`src/rtl/midori_pkg.sv`:
```
// Shared constants, state type and helpers for the Midori
// MixColumn arbiter slice.
package midori_pkg;
  localparam int STATE_W   = 128;
  localparam int BYTE_W    = 8;
  localparam int COL_BYTES = 4;
  localparam int N_BYTES   = STATE_W / BYTE_W;
  localparam int N_COLS    = N_BYTES / COL_BYTES;

  typedef logic [N_BYTES-1:0][BYTE_W-1:0] state_t;

  function automatic int src_w(input int n);
    return (n <= 1) ? 1 : $clog2(n);
  endfunction
endpackage

```
`src/rtl/midori_mix_column.sv`:
```
// Midori almost-MDS MixColumn: each output byte is the XOR
// of the other three bytes of its column.
module midori_mix_column
  import midori_pkg::*;
(
  input  state_t st_i,
  output state_t st_o
);
  logic [BYTE_W-1:0] col_x;

  always_comb begin
    st_o  = '0;
    col_x = '0;
    for (int c = 0; c < N_COLS; c++) begin
      col_x = st_i[COL_BYTES*c]   ^ st_i[COL_BYTES*c+1] ^
              st_i[COL_BYTES*c+2] ^ st_i[COL_BYTES*c+3];
      // Folding the own byte back in cancels it out
      for (int k = 0; k < COL_BYTES; k++)
        st_o[COL_BYTES*c+k] = col_x ^ st_i[COL_BYTES*c+k];
    end
  end
endmodule

```
`src/rtl/midori_rr_arb.sv`:
```
// Combinational round-robin arbiter: first valid request
// scanning from ptr_i upward, modulo N_REQ.
module midori_rr_arb
  import midori_pkg::*;
#(
  parameter  int N_REQ = 4,
  localparam int SW    = src_w(N_REQ)
) (
  input  logic [N_REQ-1:0] req_i,
  input  logic [SW-1:0]    ptr_i,
  input  logic             en_i,
  output logic [N_REQ-1:0] grant_o,
  output logic [SW-1:0]    win_o,
  output logic             any_o
);
  localparam int IW = SW + 1;

  logic [IW-1:0] idx;

  always_comb begin
    grant_o = '0;
    win_o   = '0;
    any_o   = 1'b0;
    idx     = '0;
    // Walk from the farthest offset back so the closest wins
    for (int k = N_REQ - 1; k >= 0; k--) begin
      idx = {1'b0, ptr_i} + IW'(k);
      if (idx >= IW'(N_REQ))
        idx = idx - IW'(N_REQ);
      if (en_i && req_i[idx[SW-1:0]]) begin
        win_o = idx[SW-1:0];
        any_o = 1'b1;
      end
    end
    if (any_o)
      grant_o[win_o] = 1'b1;
  end
endmodule

```
`src/rtl/midori_mc_arbiter.sv`:
```
// Round-robin time-sharing of one MixColumn datapath among
// N_REQ requesters, with a registered tagged response.
module midori_mc_arbiter
  import midori_pkg::*;
#(
  parameter  int N_REQ = 4,
  localparam int SRC_W = src_w(N_REQ)
) (
  input  logic                     clk,
  input  logic                     rst_n,
  input  logic [N_REQ-1:0]         req_valid,
  input  logic [N_REQ*STATE_W-1:0] req_data,
  output logic [N_REQ-1:0]         req_ready,
  output logic                     rsp_valid,
  output logic [STATE_W-1:0]       rsp_data,
  output logic [SRC_W-1:0]         rsp_src,
  input  logic                     rsp_ready
);
  logic             out_free;
  logic             arb_en;
  logic             any_grant;
  logic [SRC_W-1:0] winner;
  state_t           win_state;
  state_t           mc_state;

  logic             rsp_valid_q, rsp_valid_d;
  state_t           rsp_data_q, rsp_data_d;
  logic [SRC_W-1:0] rsp_src_q, rsp_src_d;
  logic [SRC_W-1:0] rr_ptr_q, rr_ptr_d;

  assign out_free = !rsp_valid_q || rsp_ready;
  assign arb_en   = out_free && rst_n;

  midori_rr_arb #(
    .N_REQ (N_REQ)
  ) u_arb (
    .req_i   (req_valid),
    .ptr_i   (rr_ptr_q),
    .en_i    (arb_en),
    .grant_o (req_ready),
    .win_o   (winner),
    .any_o   (any_grant)
  );

  always_comb begin
    win_state = '0;
    for (int i = 0; i < N_REQ; i++)
      if (winner == SRC_W'(i))
        win_state = req_data[i*STATE_W +: STATE_W];
  end

  midori_mix_column u_mc (
    .st_i (win_state),
    .st_o (mc_state)
  );

  always_comb begin
    rsp_valid_d = rsp_valid_q;
    rsp_data_d  = rsp_data_q;
    rsp_src_d   = rsp_src_q;
    rr_ptr_d    = rr_ptr_q;
    if (any_grant) begin
      rsp_valid_d = 1'b1;
      rsp_data_d  = mc_state;
      rsp_src_d   = winner;
      rr_ptr_d    = (winner == SRC_W'(N_REQ - 1))
                    ? '0 : winner + 1'b1;
    end else if (out_free) begin
      rsp_valid_d = 1'b0;
    end
  end

  always_ff @(posedge clk or negedge rst_n) begin
    if (!rst_n) begin
      rsp_valid_q <= 1'b0;
      rsp_data_q  <= '0;
      rsp_src_q   <= '0;
      rr_ptr_q    <= '0;
    end else begin
      rsp_valid_q <= rsp_valid_d;
      rsp_data_q  <= rsp_data_d;
      rsp_src_q   <= rsp_src_d;
      rr_ptr_q    <= rr_ptr_d;
    end
  end

  assign rsp_valid = rsp_valid_q;
  assign rsp_data  = rsp_data_q;
  assign rsp_src   = rsp_src_q;
endmodule

```
`config.mk`:
```
export PLATFORM = sky130hd
export DESIGN_NAME = midori_mc_arbiter
export DESIGN_NICKNAME = d
export VERILOG_FILES = /design/src/rtl/midori_pkg.sv /design/src/rtl/midori_mix_column.sv /design/src/rtl/midori_rr_arb.sv /design/src/rtl/midori_mc_arbiter.sv
export SDC_FILE = /design/constraint.sdc
export NUM_CORES = 1
export LEC_CHECK = 0
export ABC_AREA = 1
export CORE_AREA = 2 2 255 257
export CTS_CLUSTER_DIAMETER = 40
export DETAILED_ROUTE_END_ITERATION = 8
export DIE_AREA = 0 0 257 259
export DONT_BUFFER_PORTS = 1
export REMOVE_ABC_BUFFERS = 1
export SKIP_LAST_GASP = 1
export SYNTH_ARGS = -nofsm -noshare
export SYNTH_HDL_FRONTEND = slang
export SYNTH_SLANG_ARGS = --single-unit
```
`constraint.sdc`:
```
create_clock -name clk -period 3.6 [get_ports clk]
set_input_delay 0.36 -clock clk [delete_from_list [all_inputs] [get_ports clk]]
set_output_delay 0.36 -clock clk [all_outputs]
set_load 0.05 [all_outputs]
```
* Word-level counts from Yosys, hierarchy flattened *
Index checks and enable logic that the tools add are counted.
W data, S select, Z words.

storage, ports and cells
  input bits = 519
  logic and storage cells = 108
  output and inout port bits = 135
  bits in registers = 133

operators by class
  mux-type cells = 30
  equality and inequality tests = 3
  reduce and logical (&&, ||, !) cells = 10
  $add $sub $neg = 8
  bitwise gates (word level) = 28
  magnitude comparators = 10

operators with widths
  kind                   count
  $mux W128              4
  $xor A8 B8 Y8          28
  $mux W2                9
  $lt A2 B3 Y1 const B   5
  $mux W1                11
  $ge A3 B3 Y1 const B   3
  $bmux W1 S2            4
  $sub A2 B1 Y2 const B  4
  $add A2 B2 Y3 const B  2
  $logic_and A1 B1 Y1    6
  $eq A2 B2 Y1 const B   2
  $mux W4                1
  $add A2 B1 Y3 const B  1
  $ge A2 B3 Y1 const B   1
  $add A2 B1 Y2 const B  1
  $demux W1 S2           1
  $eq A2 B1 Y1 const B   1
  $ge A2 B1 Y1 const B   1
  $logic_not A2 Y1       1
  $reduce_bool A2 Y1     1
  $logic_not A1 Y1       1
  $logic_or A1 B1 Y1     1

* Longest topological paths before layout *
  depth in word-level cells = 19
  gate-level depth with buffers = 28
  mapped depth without buffers = 27

* Cells and area by module *
From an unflattened synthesis, not the netlist that was laid out.

unflattened totals
  cell total of the unflattened synthesis = 2543
  area total of the unflattened synthesis = 13686.9 um^2

modules (own cells, without submodules)
  module             sequential area each (um^2)  times used  cells each  area an instance (um^2)
  midori_mc_arbiter  3328.2                       1           1683        9551.7
  midori_mix_column  0.0                          1           782         3728.6
  midori_rr_arb      0.0                          1           78          406.6

* Worst setup path before layout *
No wires, ideal clock.

  kind = flip-flop to output port
  start point = register rsp_valid_q (netlist: rsp_valid)
  end point = output port req_ready[2]
  cell stages (with the launch flop) = 17
  data arrival time = 2.911 ns
  buffers on the path = 4
  data required time = 3.240 ns
  setup slack = 0.329 ns
  path through = dfrtp_1 -> inv_1 -> o21a_1 -> o21ai_0 -> inv_1 -> nand2_1 -> o21ai_0 -> nand2_1 -> nand2_1 -> inv_1 -> ha_1 -> buf_2 -> inv_2 -> buf_6 -> buf_6 -> buf_2 -> nor2_1

between the ends
  word-level cells in the longest chain between the ends = 13
  elaborated cells between the ends (all ways) = 21
  those cells by class = 2 x order compare; 11 x mux; 8 x reduce/logical

ends and longest elaborated chain
  element                                                             line                     text
  start: declaration                                                  midori_mc_arbiter.sv:26  logic rsp_valid_q, rsp_valid_d;
  start signal: assignment                                            midori_mc_arbiter.sv:80  rsp_valid_q <= rsp_valid_d;
  $logic_not A1 Y1 (*)                                                midori_mc_arbiter.sv:31  assign out_free = !rsp_valid_q || rsp_ready;
  $logic_or A1 B1 Y1 (*)                                              midori_mc_arbiter.sv:31
  $logic_and A1 B1 Y1 (*)                                             midori_mc_arbiter.sv:32  assign arb_en = out_free && rst_n;
  $logic_and A1 B1 Y1                                                 midori_rr_arb.sv:30      if (en_i && req_i[idx[SW-1:0]]) begin
  $mux W2 (3 in series)                                               midori_rr_arb.sv:30
  $mux W2 (*)                                                         midori_rr_arb.sv:30
  via u_arb.win_o[0]                                                  midori_rr_arb.sv:13      output logic [SW-1:0] win_o,
  $lt A2 B3 Y1 (not written as such) or $ge A2 B1 Y1 (tied branches)  midori_rr_arb.sv:36      grant_o[win_o] = 1'b1;
  $logic_and A1 B1 Y1 (not written as such)                           midori_rr_arb.sv:36
  $mux W1 (not written as such)                                       midori_rr_arb.sv:36
  $demux W1 S2 (*)                                                    --
  $mux W4 (*)                                                         midori_rr_arb.sv:35      if (any_o)
  end: declaration                                                    midori_mc_arbiter.sv:13  output logic [N_REQ-1:0] req_ready,

Mark *: on every way through the listed nets, which the timed path passes. The rest lies on a longest branch.

* Worst setup path in the final report *
  start point = register rr_ptr_q[0]
  end point = register rsp_data_q, in the netlist rsp_data[39]

between the ends
  word-level cells in the longest chain between the ends = 19
  elaborated cells between the ends (all ways) = 47
  those cells by class = 7 x add/sub; 4 x order compare; 3 x eq/ne; 24 x mux; 4 x bitwise; 5 x reduce/logical

ends and longest elaborated chain
  element                                        line                                      text
  start: declaration                             midori_mc_arbiter.sv:29                   logic [SRC_W-1:0] rr_ptr_q, rr_ptr_d;
  start signal: assignment                       midori_mc_arbiter.sv:83                   rr_ptr_q <= rr_ptr_d;
  $add A2 B2 Y3                                  midori_rr_arb.sv:27                       idx = {1'b0, ptr_i} + IW'(k);
  $ge A3 B3 Y1 or $sub A2 B1 Y2 (tied branches)  midori_rr_arb.sv:28, midori_rr_arb.sv:29
  $mux W2                                        midori_rr_arb.sv:28                       if (idx >= IW'(N_REQ))
  $bmux W1 S2                                    midori_rr_arb.sv:30
  $mux W1 (not written as such)                  midori_rr_arb.sv:30
  $logic_and A1 B1 Y1                            midori_rr_arb.sv:30
  $mux W2 (3 in series)                          midori_rr_arb.sv:30
  $mux W2 (*)                                    midori_rr_arb.sv:30
  via u_arb.win_o[0]                             midori_rr_arb.sv:13
  $logic_not A2 Y1                               midori_mc_arbiter.sv:48                   if (winner == SRC_W'(i))
  $mux W128 (3 in series)                        midori_mc_arbiter.sv:48
  $mux W128 (*)                                  midori_mc_arbiter.sv:48
  $xor A8 B8 Y8 (2 in series)                    midori_mix_column.sv:15                   col_x = st_i[COL_BYTES*c] ^ st_i[COL_BYTES*c+1] ^
  $xor A8 B8 Y8                                  midori_mix_column.sv:16                   st_i[COL_BYTES*c+2] ^ st_i[COL_BYTES*c+3];
  $xor A8 B8 Y8 (*)                              midori_mix_column.sv:19                   st_o[COL_BYTES*c+k] = col_x ^ st_i[COL_BYTES*c+k];
  end signal: assignment                         midori_mc_arbiter.sv:81                   rsp_data_q <= rsp_data_d;
  end: declaration                               midori_mc_arbiter.sv:27                   state_t rsp_data_q, rsp_data_d;

Mark *: on every way through the listed nets, which the timed path passes. The rest lies on a longest branch. The select of a mux whose other input is x is not followed.
A chain may end at the register's enable or synchronous reset.

==> run summary <==
Largest net degree at the start of global routing: 134
Measured slew at the worst slew-check pin: 0.811 ns
Max frequency: 291 MHz
Register area share after synthesis: 0.251
# IOs: 654
Placed Area: 0.0145 mm²
Post-synthesis async set-or-reset flop share: 1.00
First-pass iteration count of the detailed router: 7
Root buf cell: clkbuf_16
Leading post-synthesis cells by cell area: nand2_1 (29%), dfrtp_1 (25%), nand3_1 (15%)
Crit path DAT: 3.79 ns
Final min period: 3.44 ns
FF-to-FF setup slack: 0.16 ns
Top cell type's share of synthesized area: 0.290
R2r startpoint: rr_ptr_q[0]
Post-DP HPWL: 43,700 µm
WL met2: 27,800 µm
Die X: 257 µm
Yosys cell types: 30
Layout Skew: 0.00890 ns
Worst R2R Path Depth: 24
Mapped Area: 0.0133 mm²
Status: finished, final reports clean
Post-route ant nets: 0
Tcrit/Tclk final: 0.955
Prevailing post-synth register cell: dfrtp_1
Post-synth EDFFs: 0
Uppermost layer routed: met4
Final wirelength: 59,800 µm
Cell count after synthesis: 2,394
DR vias: 16,100
Hold Startpoint: req_data[467]
Grt ovf: 0
Unrepaired setup endpoints after global routing: true
Vias/cell: 4.95
Initial Util: 0.208
Fillers: 7,206
Clk pin slew, worst setup/hold paths: 0.06 ns
CP Max Fanout: 8
Nets@finish: 2,907
Worst r2r dst: rsp_data[39]
Yosys Warn Count: 0
Die Ht: 259 µm
Clk Latency, worst-skew pair: 0.47 ns
Avg Inst Size Synth: 5.54 µm²
Die area: 0.0666 mm²
Crit. End Element: flop
Most frequent cells in the layout: nand2_1 (1,017), nand3_1 (402), a21oi_1 (187)
Non-Filler Cell Area, Final: 0.0157 mm²
Slew Limit Fails: 0
Clock sinks: 133
Gr usage total: 0.159
Hold crit path type: in -> reg
Num CTS Buffers: 17
Area growth from synthesis to layout: 18.6%
Number of buffers added on ports: 0
Gpl congestion: 0.893
Maxcap violations: 0
Final setup vio count: 0
Core area: 0.0639 mm²
Slew margin rel.: 0.459
CP Class: reg -> reg
H-tree Lvls: 4
DRC: 0
Critical path required time: 3.95 ns
Met3 WL: 5080 µm
Worst setup SP type: flop
Final hold violation count: 0
Row count: 93
Vias in the first global route: 14,400
Yosys reg bits: 133
Share of cells above drive strength 1: 0.0944
CTS Buffer Depth: 2
Post-layout util: 0.246
Routed len/inst: 18.4 µm
Met1 wire length: 23,800 µm
Post-synth top area cell: nand2_1
TritonCTS clock tree: built
Initial antenna violation count: 3
Worst hold path stage count: 4
Commonest non-fill, non-tap cell in the layout: nand2_1
Iteration-0 DRC Markers: 1,337
First-pass GRT wire length: 81,900 µm
Hold Path Sink: rsp_data[91]
-- metrics by stage --
| stage | setup TNS, ns | instances | setup WS, ns | hold slack (ns) |
|---|---|---|---|---|
| global placement | 0 | 3197 | 0.113 | 0.0670 |
| detailed placement | 0 | 3197 | 0.0629 | 0.0664 |
| global route | -2.21 | 3251 | -0.121 | 0.272 |
| finish | 0 | 3252 | 0.161 | 0.258 |
| floorplan | -487.26 | 2274 | -3.99 | 0.0644 |
| CTS | 0 | 3229 | 0.0490 | 0.201 |
-- layout make-up --
cell class                 count  area (µm²)  share of cell area
multi-input combinational   1962        8960               0.569
antenna                        3        7.51            0.000477
inverter                     179         689              0.0438
clock inverter                 9         130             0.00827
timing repair buffer          91        1100              0.0697
clock buffer                  20         457              0.0290
sequential                   133        3330               0.212
tap                          855        1070              0.0680
-- per-layer routing --
metal | global-route usage | up-vias
met3 | 0.0422 | 156
met2 | 0.264 | 869
met1 | 0.187 | 7330
li1 | - | 7757
met4 | 0.0883 | 0
met5 | 0 | -
-- kinds of logic (layout without fill, tap and decap cells) --
logic type               Yosys count  count (layout)  synth area share
AO/OA/AOI/OAI                    343             343             0.150
XOR/XNOR                           6               6           0.00453
adder cells (fa/ha/maj)            4               4           0.00377
buffers and inverters            299             299            0.0966
flip-flops                       133             133             0.251
other                              0               3                 0
AND/OR/NAND/NOR                 1609            1609             0.494
-- repair_timing --
action,CTS,global route
hold buffers,3,0
resized for setup,0,76
buffers inserted,0,12
setup endpoints to repair,0,91
hold endpoints to repair,134,0
-- registers in the layout (all words and copies together), names as in the netlist --
signal,count
rr_ptr_q,2
rsp_data,128
rsp_src,2
rsp_valid,1
-- synth_stat cells, types with 4 or more instances --
library cell and number:
o21ai_1 19, buf_2 76, nand2_1 1024, nor2_1 177
o211ai_1 24, buf_4 7, ha_1 4, buf_6 5
dfrtp_1 133, o31ai_2 22, clkinv_1 11, clkbuf_1 27
a21oi_1 234, inv_2 7, a21oi_2 6, o21ai_0 28
nand3_1 404, buf_1 5, xor2_1 4, inv_1 161
-- critical path, stage by stage, from the launching register on --
cell and delay (ns):
dfrtp_2 0.48, buf_4 0.19, o21ai_2 0.17, o21ai_1 0.10, a21oi_2 0.18, inv_2 0.08
nand2_1 0.06, nand3b_1 0.08, nand2_2 0.12, inv_2 0.08, ha_4 0.22, inv_8 0.14
buf_12 0.18, buf_4 0.18, nor2_1 0.05, nor2_1 0.14, nand2_1 0.08, nand2_1 0.10
nand2_1 0.08, nand3_1 0.13, nand2_1 0.12, nand2_1 0.10, nand3_1 0.08, nand3_1 0.11
nand2_1 0.06
-- worst max path at each step --
stage                            from  cells after the start      endpoint  slack (ns)
after floorplan             rsp_valid                     11  req_ready[3]       -3.99
after global placement    rr_ptr_q[0]                     24   rsp_data[3]        0.11
after detailed placement  rr_ptr_q[0]                     22  rsp_data[77]        0.06
after CTS                 rr_ptr_q[0]                     22  rsp_data[77]        0.05
after global routing      rr_ptr_q[0]                     25  rsp_data[96]       -0.12
final                     rr_ptr_q[0]                     24  rsp_data[39]        0.16
Power is not shown: default switching activity piles up to over one toggle a cycle in this logic, so the estimate is an artifact.
